==> src/rtl/dma_fpram_wr_pkg.sv <==
// ============================================================================
// dma_fpram_wr_pkg : shared constants and state encoding for the FPRAM DMA
// write engine.  Rev 1.0
// ============================================================================
`default_nettype none

package dma_fpram_wr_pkg;

   localparam int FPRAM_AW = 8;
   localparam int FPRAM_DW = 16;

   localparam logic TGT_CRAM  = 1'b0;
   localparam logic TGT_SFILE = 1'b1;

   typedef enum logic [1:0] {
      ST_IDLE = 2'd0,
      ST_RUN  = 2'd1,
      ST_FIN  = 2'd2
   } state_e;

endpackage : dma_fpram_wr_pkg

`default_nettype wire

==> src/rtl/dma_fpram_wr.sv <==
// ============================================================================
// dma_fpram_wr : DMA write engine turning a 16-bit source stream into
// one-cycle CRAM / SFILE write strokes.  Rev 1.0
// ============================================================================
`default_nettype none

module dma_fpram_wr
   import dma_fpram_wr_pkg::*;
(
   input  logic                clk,
   input  logic                rst,
   input  logic                start,
   input  logic                tgt,
   input  logic [FPRAM_AW-1:0] addr_init,
   input  logic [8:0]          len,
   input  logic                abort,
   input  logic [FPRAM_DW-1:0] src_data,
   input  logic                src_valid,
   output logic                src_ready,
   output logic [FPRAM_DW-1:0] dma_data,
   output logic [FPRAM_AW-1:0] dma_wraddr,
   output logic                dma_cram_we,
   output logic                dma_sfile_we,
   output logic                busy,
   output logic                done
);

   state_e              state_q;
   logic [FPRAM_AW-1:0] addr_cnt_q;
   logic [8:0]          rem_q;
   logic                tgt_q;
   logic [FPRAM_DW-1:0] data_q;
   logic [FPRAM_AW-1:0] wraddr_q;
   logic                cram_we_q;
   logic                sfile_we_q;
   logic                hs;

   // abort masks ready so no word is consumed in the cycle the burst is killed
   assign src_ready = (state_q == ST_RUN) && !abort;
   assign hs        = src_ready && src_valid;

   always_ff @(posedge clk or posedge rst) begin
      if (rst) begin
         state_q    <= ST_IDLE;
         addr_cnt_q <= '0;
         rem_q      <= '0;
         tgt_q      <= TGT_CRAM;
         data_q     <= '0;
         wraddr_q   <= '0;
         cram_we_q  <= 1'b0;
         sfile_we_q <= 1'b0;
      end else begin
         cram_we_q  <= hs && (tgt_q == TGT_CRAM);
         sfile_we_q <= hs && (tgt_q == TGT_SFILE);
         if (hs) begin
            data_q     <= src_data;
            wraddr_q   <= addr_cnt_q;
            addr_cnt_q <= addr_cnt_q + 8'd1;
            rem_q      <= rem_q - 9'd1;
         end
         case (state_q)
            ST_IDLE: begin
               if (start) begin
                  if (len != 9'd0) begin
                     addr_cnt_q <= addr_init;
                     rem_q      <= len;
                     tgt_q      <= tgt;
                     state_q    <= ST_RUN;
                  end else begin
                     state_q <= ST_FIN;
                  end
               end
            end
            ST_RUN: begin
               if (hs && (rem_q == 9'd1)) begin
                  state_q <= ST_FIN;
               end else if (abort) begin
                  state_q <= ST_IDLE;
               end
            end
            ST_FIN:  state_q <= ST_IDLE;
            default: state_q <= ST_IDLE;
         endcase
      end
   end

   assign dma_data     = data_q;
   assign dma_wraddr   = wraddr_q;
   assign dma_cram_we  = cram_we_q;
   assign dma_sfile_we = sfile_we_q;
   assign busy         = (state_q != ST_IDLE);
   assign done         = (state_q == ST_FIN);

endmodule : dma_fpram_wr

`default_nettype wire

==> config.mk <==
export PLATFORM = sky130hd
export DESIGN_NAME = dma_fpram_wr
export DESIGN_NICKNAME = d
export VERILOG_FILES = /design/src/rtl/dma_fpram_wr_pkg.sv /design/src/rtl/dma_fpram_wr.sv
export SDC_FILE = /design/constraint.sdc
export NUM_CORES = 1
export LEC_CHECK = 0
export ABC_AREA = 1
export CAP_MARGIN = 20
export CORE_UTILIZATION = 47
export DETAILED_ROUTE_END_ITERATION = 8
export GPL_ROUTABILITY_DRIVEN = 1
export MAX_ROUTING_LAYER = met4
export PLACE_DENSITY = 0.84
export SLEW_MARGIN = 25
export SYNTH_ARGS = -nofsm -noshare
export SYNTH_HDL_FRONTEND = slang
export SYNTH_SLANG_ARGS = --single-unit
==> constraint.sdc <==
create_clock -name clk -period 2.1 [get_ports clk]
set_input_delay 0.315 -clock clk [delete_from_list [all_inputs] [get_ports clk]]
set_output_delay 0.315 -clock clk [all_outputs]
set_load 0.05 [all_outputs]
## Word level (Yosys, flattened, before mapping)

Index checks and enable logic that the tools add are counted.

| storage, ports and cells | value |
|---|---|
| register bits after elaboration | 46 |
| output and inout port bits | 29 |
| word-level logic and storage cells | 40 |
| input bits | 39 |

| operators by class | value |
|---|---|
| reductions and logical operators | 11 |
| add/sub/neg operators | 2 |
| bitwise logic cells | 1 |
| equality and inequality tests | 5 |
| mux-type cells | 13 |

Operators by type and width:

| operator | count |
|---|---|
| two-way mux 9 bit | 4 |
| two-way mux 8 bit | 4 |
| equality test 9 x 1 -> 1 bit (second input constant) | 1 |
| nonzero test 9 bit | 1 |
| subtractor 9 x 1 -> 9 bit (second input constant) | 1 |
| adder 8 x 1 -> 8 bit (second input constant) | 1 |
| two-way mux 2 bit | 4 |
| logical AND 1 bit | 5 |
| case mux 2 bit (2 select lines) | 1 |
| != test 3 x 2 -> 1 bit (second input constant) | 1 |
| AND reduction 3 bit | 1 |
| equality test 2 x 1 -> 1 bit (second input constant) | 1 |
| equality test 2 bit (second input constant) | 1 |
| zero test 2 bit | 1 |
| != test 2 bit (second input constant) | 1 |
| AND reduction 2 bit | 1 |
| nonzero test 2 bit | 1 |
| zero test 1 bit | 1 |
| NOT 1 bit | 1 |

## Depth between registers and ports, before layout

Gate-level depths: netlist of run 1.

| depth | value |
|---|---|
| depth after elaboration | 7 |
| depth in mapped cells | 9 |
| gate-level depth less buffers | 9 |

## Worst setup path after synthesis of run 1

No wires, ideal clock.

| timing | value |
|---|---|
| path kind | register -> register |
| from | reg state_q[0] |
| to | reg addr_cnt_q[7] |
| cell stages (with the launch flop) | 9 |
| data arrival time | 1.314 ns |
| setup time | 0.113 ns |
| path buffers | 1 |
| clock period less this slack | 1.427 ns |
| slack | 0.673 ns |
| data required time | 1.987 ns |
| cells stage by stage | dfrtp_1 > inv_2 > nand2_2 > nor2_2 > o21ai_2 > buf_6 > or2_1 > nand2_1 > inv_1 |

| on the way | value |
|---|---|
| longest elaborated chain between the ends | 7 |
| elaborated cells between the ends (all ways) | 8 |
| those cells by class | eq/ne (1); mux (4); reduce/logical (3) |

Ends and longest elaborated chain:

| what | RTL line | RTL |
|---|---|---|
| start: declaration | dma_fpram_wr.sv:28 | `state_e state_q;` |
| start signal: assignment | dma_fpram_wr.sv:44 | `state_q <= ST_IDLE;` |
| start signal: assignment | dma_fpram_wr.sv:68 | `state_q <= ST_RUN;` |
| start signal: assignment | dma_fpram_wr.sv:70 | `state_q <= ST_FIN;` |
| equality test 2 x 1 -> 1 bit | dma_fpram_wr.sv:39 | `assign src_ready = (state_q == ST_RUN) && !abort;` |
| logical AND 1 bit | dma_fpram_wr.sv:39 |  |
| logical AND 1 bit | dma_fpram_wr.sv:40 | `assign hs = src_ready && src_valid;` |
| two-way mux 8 bit | dma_fpram_wr.sv:55 | `if (hs) begin` |
| two-way mux 8 bit | dma_fpram_wr.sv:64 | `if (len != 9'd0) begin` |
| two-way mux 8 bit | dma_fpram_wr.sv:63 | `if (start) begin` |
| two-way mux 8 bit * | dma_fpram_wr.sv:61 | `case (state_q)` |
| end signal: assignment | dma_fpram_wr.sv:58 | `addr_cnt_q <= addr_cnt_q + 8'd1;` |
| end signal: assignment | dma_fpram_wr.sv:65 | `addr_cnt_q <= addr_init;` |
| end: declaration | dma_fpram_wr.sv:29 | `logic [FPRAM_AW-1:0] addr_cnt_q;` |

Mark *: on every way between the ends. The rest lies on a longest branch, timed or not.
A chain may end at the register's enable or synchronous reset.

## Worst setup path after layout of run 1

| timing | value |
|---|---|
| from | reg state_q[1] |
| to | out done |

| on the way | value |
|---|---|
| longest elaborated chain between the ends | 1 |

Ends and longest elaborated chain:

| what | RTL line | RTL |
|---|---|---|
| equality test 2 bit | dma_fpram_wr.sv:92 | `assign done = (state_q == ST_FIN);` |
| end: declaration | dma_fpram_wr.sv:25 | `output logic done` |

Every way passes these cells.

==> run metrics, run 1 <==
CP Capture Type primary output; post_cts resized 0; critical-path cell list inv_2 -> nor2_1 -> clkdlybuf4s50_1; Max Buffers Root-to-Sink 2; synth top area cells dfrtp_1 50%, nand2_1 22%, nor2_1 4.6%, nand3_1 3.5%, inv_1 3.3%; worst-path maximum fanout 4; Switching Power 0.00137 W; Pre-antenna DRT Iters 4; Post-Syn Nets 332; P&R area growth vs syn 34.2%; Initial Util 50.7%; Hold WC Path Type in -> async; postcts setup bufs 0; multi-input logic area 946 um2; Clock transition at path regs 0.09 ns; routability-driven placement congestion ratio 0.834; post-DP HPWL 3300 um; commonest non-fill, non-tap cell in the layout nand2_1; post-synthesis sequential area ratio 50.4%; clock share of power 17.1%; final core occ 68.0%; CP max stage delay 0.80 ns; detailed-route wire length 4630 um; Net Sw Frac 41.9%; CTS tree done; Final Power 0.00326 W; # DRC 0; Max Slew Vio Count 0; worst vdd ir 0.471 mV; fin crit share 94.6%; Yosys Warn Count 0; Chip Width 71.7 um; outcome finished clean; CTS sink cnt 46; final setup skew 0.00472 ns; H-tree levels 2; Std-Cell Rows 24; Vert. Die Dim 71.7 um; worst hold margin 0.323 ns; worst skew pair latency 0.30 ns; share of total power in sequential cells 39.0%; Die Area 0.00514 mm2; Post-CTS Hold Fix Bufs 0; Max Fclk 0.504 GHz; Num CTS Buffers 5; critical path type reg -> out; # diodes 0; count of state elements after synthesis 46; Routed WL per cell 11.3 um; share of cells above drive strength 1 6.70%; GRT overflow 0; WP data arrival 1.67 ns; most frequent cells in the layout 132 x nand2_1, 66 x clkdlybuf4s50_1, 46 x dfrtp_1; Comb pwr share 43.9%; # IOs 68; routed vias 1,989; Detail Route Antenna Nets 0; RSZ-0062 raised after global routing false; total of max-cap violations 0; PwrDens 1060 mW/mm2; final-report hold violation count 0; Post-Synthesis Cells 290; internal power 0.00190 W; Synth area leader dfrtp_1; Synth Cell Area 0.00228 mm2; filler instances 383; syn avg cell area 7.87 um2; initial antenna violation count 0; post-route minimum period 1.99 ns; pin count of the biggest net entering global routing 47; critical path startpoint category flop; area share of the largest cell type after synthesis 50.4%; relative slew slack 64.9%; Netlist cell types 25; NumNets Final 399; number of global-route vias before repair 1,847; Lkg Pwr 1.54 nW; # port buffers 67; via/cell ratio 4.85; critical path's slowest cell clkdlybuf4s50_1; initial DRC count 79; Setup-failing EPs final 0; area occupied by registers 0.00115 mm2; GR Util All Layers 20.5%; Root Driver clkbuf_8; sum of negative setup slack 0 ns; critical path required time 1.78 ns; first-pass GRT wire length 8030 um; Worst-Margin Slew 0.524 ns; core area 0.00450 mm2
==> logic make-up (layout without fill, tap and decap cells) <==
family	Yosys count	in the layout	share of synthesized area, %
compound gates	14	14	3.51
xor+xnor	8	8	3.07
simple gates	186	186	33.2
buf+inv	33	101	8.11
flops	46	46	50.4
fa+ha+maj	3	3	1.64
==> cell type report <==
type / instances / share of cell area, %
Timing Repair Buffer: 71 / 23.6
Clock inverter: 2 / 0.408
Tap cell: 52 / 2.12
Clock buffer: 6 / 2.70
Multi-Input combinational cell: 211 / 30.9
Inverter: 22 / 2.70
Sequential cell: 46 / 37.6
==> metal layers <==
metal	up-vias	GRT usage [%]	routed length, um
met2	82	34.0	2190
met5	-	-	0
met3	6	4.64	333
met1	879	25.3	2050
li1	1022	-	-
met4	0	5.88	49
==> state kept, by name, indices dropped and copies added, names as in the netlist <==
signal        count
dma_sfile_we      1
addr_cnt_q        8
dma_data         16
dma_wraddr        8
tgt_q             1
dma_cram_we       1
state_q           2
rem_q             9
==> cell usage after synthesis <==
master	count
nand4_1	1
dfrtp_1	46
nor2_2	1
inv_2	2
o21ai_1	2
ha_1	3
inv_1	20
nor2_4	2
buf_2	1
xor2_1	6
nand3b_1	1
o21ai_2	2
o21ai_0	8
o21a_1	1
nand2_1	132
nand3_1	16
and3_1	1
nand3_2	1
nor2_1	28
buf_4	4
or2_1	1
a21oi_1	1
nand2_2	2
xnor2_1	2
buf_6	6
==> power by group through the flow <==
stage / logic, W / clock network, W / registers [W]
after CTS: 0.00144 / 0.000576 / 0.00127
after global routing: 0.00154 / 0.000610 / 0.00130
final: 0.00143 / 0.000558 / 0.00127
after detailed placement: 0.00143 / 0 / 0.00129
after global placement: 0.00141 / 0 / 0.00128
after floorplan: 0.000490 / 0 / 0.00176
==> critical path, delay by kind of cell, from the launching register on <==
family	cells	cell delay, ns
flops	1	0.41
simple gates	1	0.09
buf+inv	2	0.87
==> final timing paths <==
path,startpoint,endpoint,slack [ns],depth (start not counted)
max,state_q[1],done,0.11,3
min,rst,dma_data[13],0.32,2
max reg2reg,state_q[0],rem_q[6],0.59,9
min reg2reg,tgt_q,dma_cram_we,0.43,1
max in group asynchronous,rst,addr_cnt_q[3],1.29,3
min in group clk,tgt_q,dma_cram_we,0.43,1
==> per-stage QoR <==
stage	setup WS [ns]	area, um2	cells
floorplan	0.673	2280	290
CTS	0.106	3060	410
global placement	0.327	2970	402
detailed placement	0.292	2970	402
finish	0.114	3060	410
global route	0.00958	3060	410
No activity file was read; power rests on OpenSTA's default activity.
==> inputs of run 2 (changes only) <==
ABC_AREA = 0   (was 1)
CELL_PAD_IN_SITES_DETAIL_PLACEMENT = 0   (was default)
CELL_PAD_IN_SITES_GLOBAL_PLACEMENT = 1   (was default)
CORE_UTILIZATION = 38   (was 47)
PLACE_DENSITY = 0.89   (was 0.84)
TNS_END_PERCENT = 30   (was default)
==> run 2 against run 1 <==
Worst hold slack improved by 0.049 ns; combinational power fell by 3%; area after synthesis fell by 0.66%; critical path depth rose by 2; synthesized cell count fell by 19%; clock skew barely moved; largest cell class unchanged; largest power group unchanged.
==> run metrics, run 2 <==
post-DP HPWL 3930 um (+19%); worst-path maximum fanout 4 (unchanged); synth top area cells dfrtp_1 51%, nand2_1 12%, a311oi_1 4.6%, a31oi_1 3.6%, mux2_2 3.0%; Routed WL per cell 13.9 um (+24%); Chip Width 79.2 um (+11%); Clock transition at path regs 0.08 ns (about the same); GR Util All Layers 18.6% (-1.9 points); commonest non-fill, non-tap cell in the layout nand2_1; Std-Cell Rows 27 (+13%); initial antenna violation count 0 (unchanged); final-report hold violation count 0 (unchanged); Pre-antenna DRT Iters 4 (unchanged); Max Fclk 0.528 GHz (+4.9%); EDFF count, synth 0 (unchanged); Detail Route Antenna Nets 0 (unchanged); Die Area 0.00628 mm2 (+22%); fin worst setup slack 0.207 ns (+0.0934 ns); Netlist cell types 41 (+64%); P&R area growth vs syn 40.6%; post-synthesis sequential area ratio 50.8% (+0.33 points); Root Driver clkbuf_8; critical path required time 2.31 ns (+0.53 ns); most frequent cells in the layout 71 x nand2_1, 64 x clkdlybuf4s50_1, 46 x dfrtp_1; RR Startpoint rem_q[0]; total of max-cap violations 0 (unchanged); Global Route met2 Usage 29.4% (-4.6 points); Synth Cell Area 0.00227 mm2 (-0.66%); max reg flops 16 (unchanged); core area 0.00564 mm2 (+25%); PwrDens 1050 mW/mm2 (-1.5%); reg-to-reg critical path endpoint rem_q[6]; first-pass GRT wire length 8890 um (+11%); Hold WC Path Type in -> async; Setup-failing EPs final 0 (unchanged); outcome finished clean; Post-Synthesis Cells 234 (-19%); Max Slew Vio Count 0 (unchanged); Top FF cell, synth dfrtp_1; H-tree levels 2 (unchanged); worst skew pair latency 0.29 ns (about the same); pre-CTS setup slack 0.0426 ns (-0.249 ns); WP data arrival 2.11 ns (+0.44 ns); Lkg Pwr 1.36 nW (-12%); Num CTS Buffers 5 (unchanged); routed vias 1,991 (+0.10%); asr flop ratio synth 100% (unchanged); Max Buffers Root-to-Sink 2 (unchanged); post-route minimum period 1.89 ns (-0.0934 ns); fin crit share 90.1% (-4.4 points); CTS tree done; cell with the most instances after synthesis nand2_1; Initial Util 40.2% (-10 points); top post-synthesis cells by count 71 x nand2_1, 46 x dfrtp_1, 13 x a31oi_1; Post-Syn Nets 276 (-17%); routability-driven placement congestion ratio 0.852 (+2.1%); area share of the largest cell type after synthesis 50.8% (+0.33 points); NumNets Final 349 (-13%); CP Launch Point rem_q[0]; Synth area leader dfrtp_1; # DRC 0 (unchanged); FF-to-FF path depth 5 (-4); number of global-route vias before repair 1,909 (+3.4%); # diodes 0 (unchanged); critical path startpoint category flop; detailed-route wire length 5300 um (+15%); Vert. Die Dim 79.2 um (+11%); CP Capture Type flop; met3 Usage GRT 4.71% (+0.071 points); share of cells above drive strength 1 13.6% (+6.9 points); crit path to rem_q[6]; critical path type reg -> reg; count of state elements after synthesis 46 (unchanged); via/cell ratio 5.24 (+8.0%); # port buffers 67 (unchanged); worst vdd ir 0.577 mV (+22%); Worst-Margin Slew 0.628 ns (+0.104 ns); syn avg cell area 9.69 um2 (+23%); GRT Max-Usage Layer met2; # IOs 68 (unchanged); pin count of the biggest net entering global routing 47 (unchanged); Yosys Warn Count 0 (unchanged); CTS sink cnt 46 (unchanged); final setup skew 0.00429 ns (-0.000433 ns); initial DRC count 88 (+11%); M1 GR Usage 23.8% (-1.4 points); sum of negative setup slack 0 ns (unchanged); relative slew slack 57.7% (-7.2 points); RSZ-0062 raised after global routing false; Reg2Reg Setup Slack 0.21 ns (-0.38 ns); GRT overflow 0 (unchanged)
run 2: cell type report:
class	count	area (um2)
clock inverters	2	37.5
clock buffers	6	72.6
repair buffers	82	802
inverters	7	26.3
multi-input cells	165	1010
flip-flops and latches	46	1150
fillers	513	2450
well taps	72	90.1
run 2: where the power goes:
| group | internal, W | switching [W] | total, W |
|---|---|---|---|
| Combinational | 0.000537 | 0.000855 | 0.00139 |
| Clock | 0.000355 | 0.000290 | 0.000646 |
| Sequential | 0.00112 | 0.000186 | 0.00131 |
run 2: cell families (layout without fill, tap and decap cells):
family,after synthesis,in the layout,synth area share [%]
and+or+nand+nor,109,109,23.6
xor gates and xnor gates,2,2,0.773
AOI/OAI and AO/OA,44,44,14.1
buffers and inverters,23,97,5.68
muxes,7,7,3.42
adders and majority gates,3,3,1.66
DFF,46,46,50.8
run 2: metrics by stage:
step	hold slack (ns)	total power [W]	util (%)	instance area [um2]	cells
global route	0.373	0.00355	56.5	3190	380
global placement	0.452	0.00270	54.6	3080	372
CTS	0.372	0.00339	56.5	3190	380
detailed placement	0.462	0.00273	54.6	3080	372
floorplan	0.413	0.00222	-	2270	234
finish	0.371	0.00334	56.5	3190	380
run 2: critical path, stage by stage, from the launching register on:
cell     delay, ns
dfrtp_1       0.42
inv_1         0.11
ha_1          0.19
or3b_2        0.49
or4_1         0.43
a31oi_1       0.18
run 2: how the worst min path moves through the flow:
stage	slack, ns	end	startpoint
floorplan	0.41	dma_cram_we	tgt_q
global placement	0.45	dma_cram_we	tgt_q
detailed placement	0.46	dma_data[8]	dma_data[8]
CTS	0.37	dma_data[14]	rst
global route	0.37	dma_data[14]	rst
finish	0.37	dma_data[14]	rst
run 2: per-layer routing:
| layer | wire length [um] | up-vias |
|---|---|---|
| met1 | 2410 | 950 |
| li1 | - | 983 |
| met5 | 0 | - |
| met2 | 2590 | 54 |
| met4 | 51 | 0 |
| met3 | 252 | 4 |
run 2: timing repair:
item	CTS	global route
endpoints found under the setup margin	1	0
hold buffers	0	0
resized for setup	1	0
buffers inserted	0	0
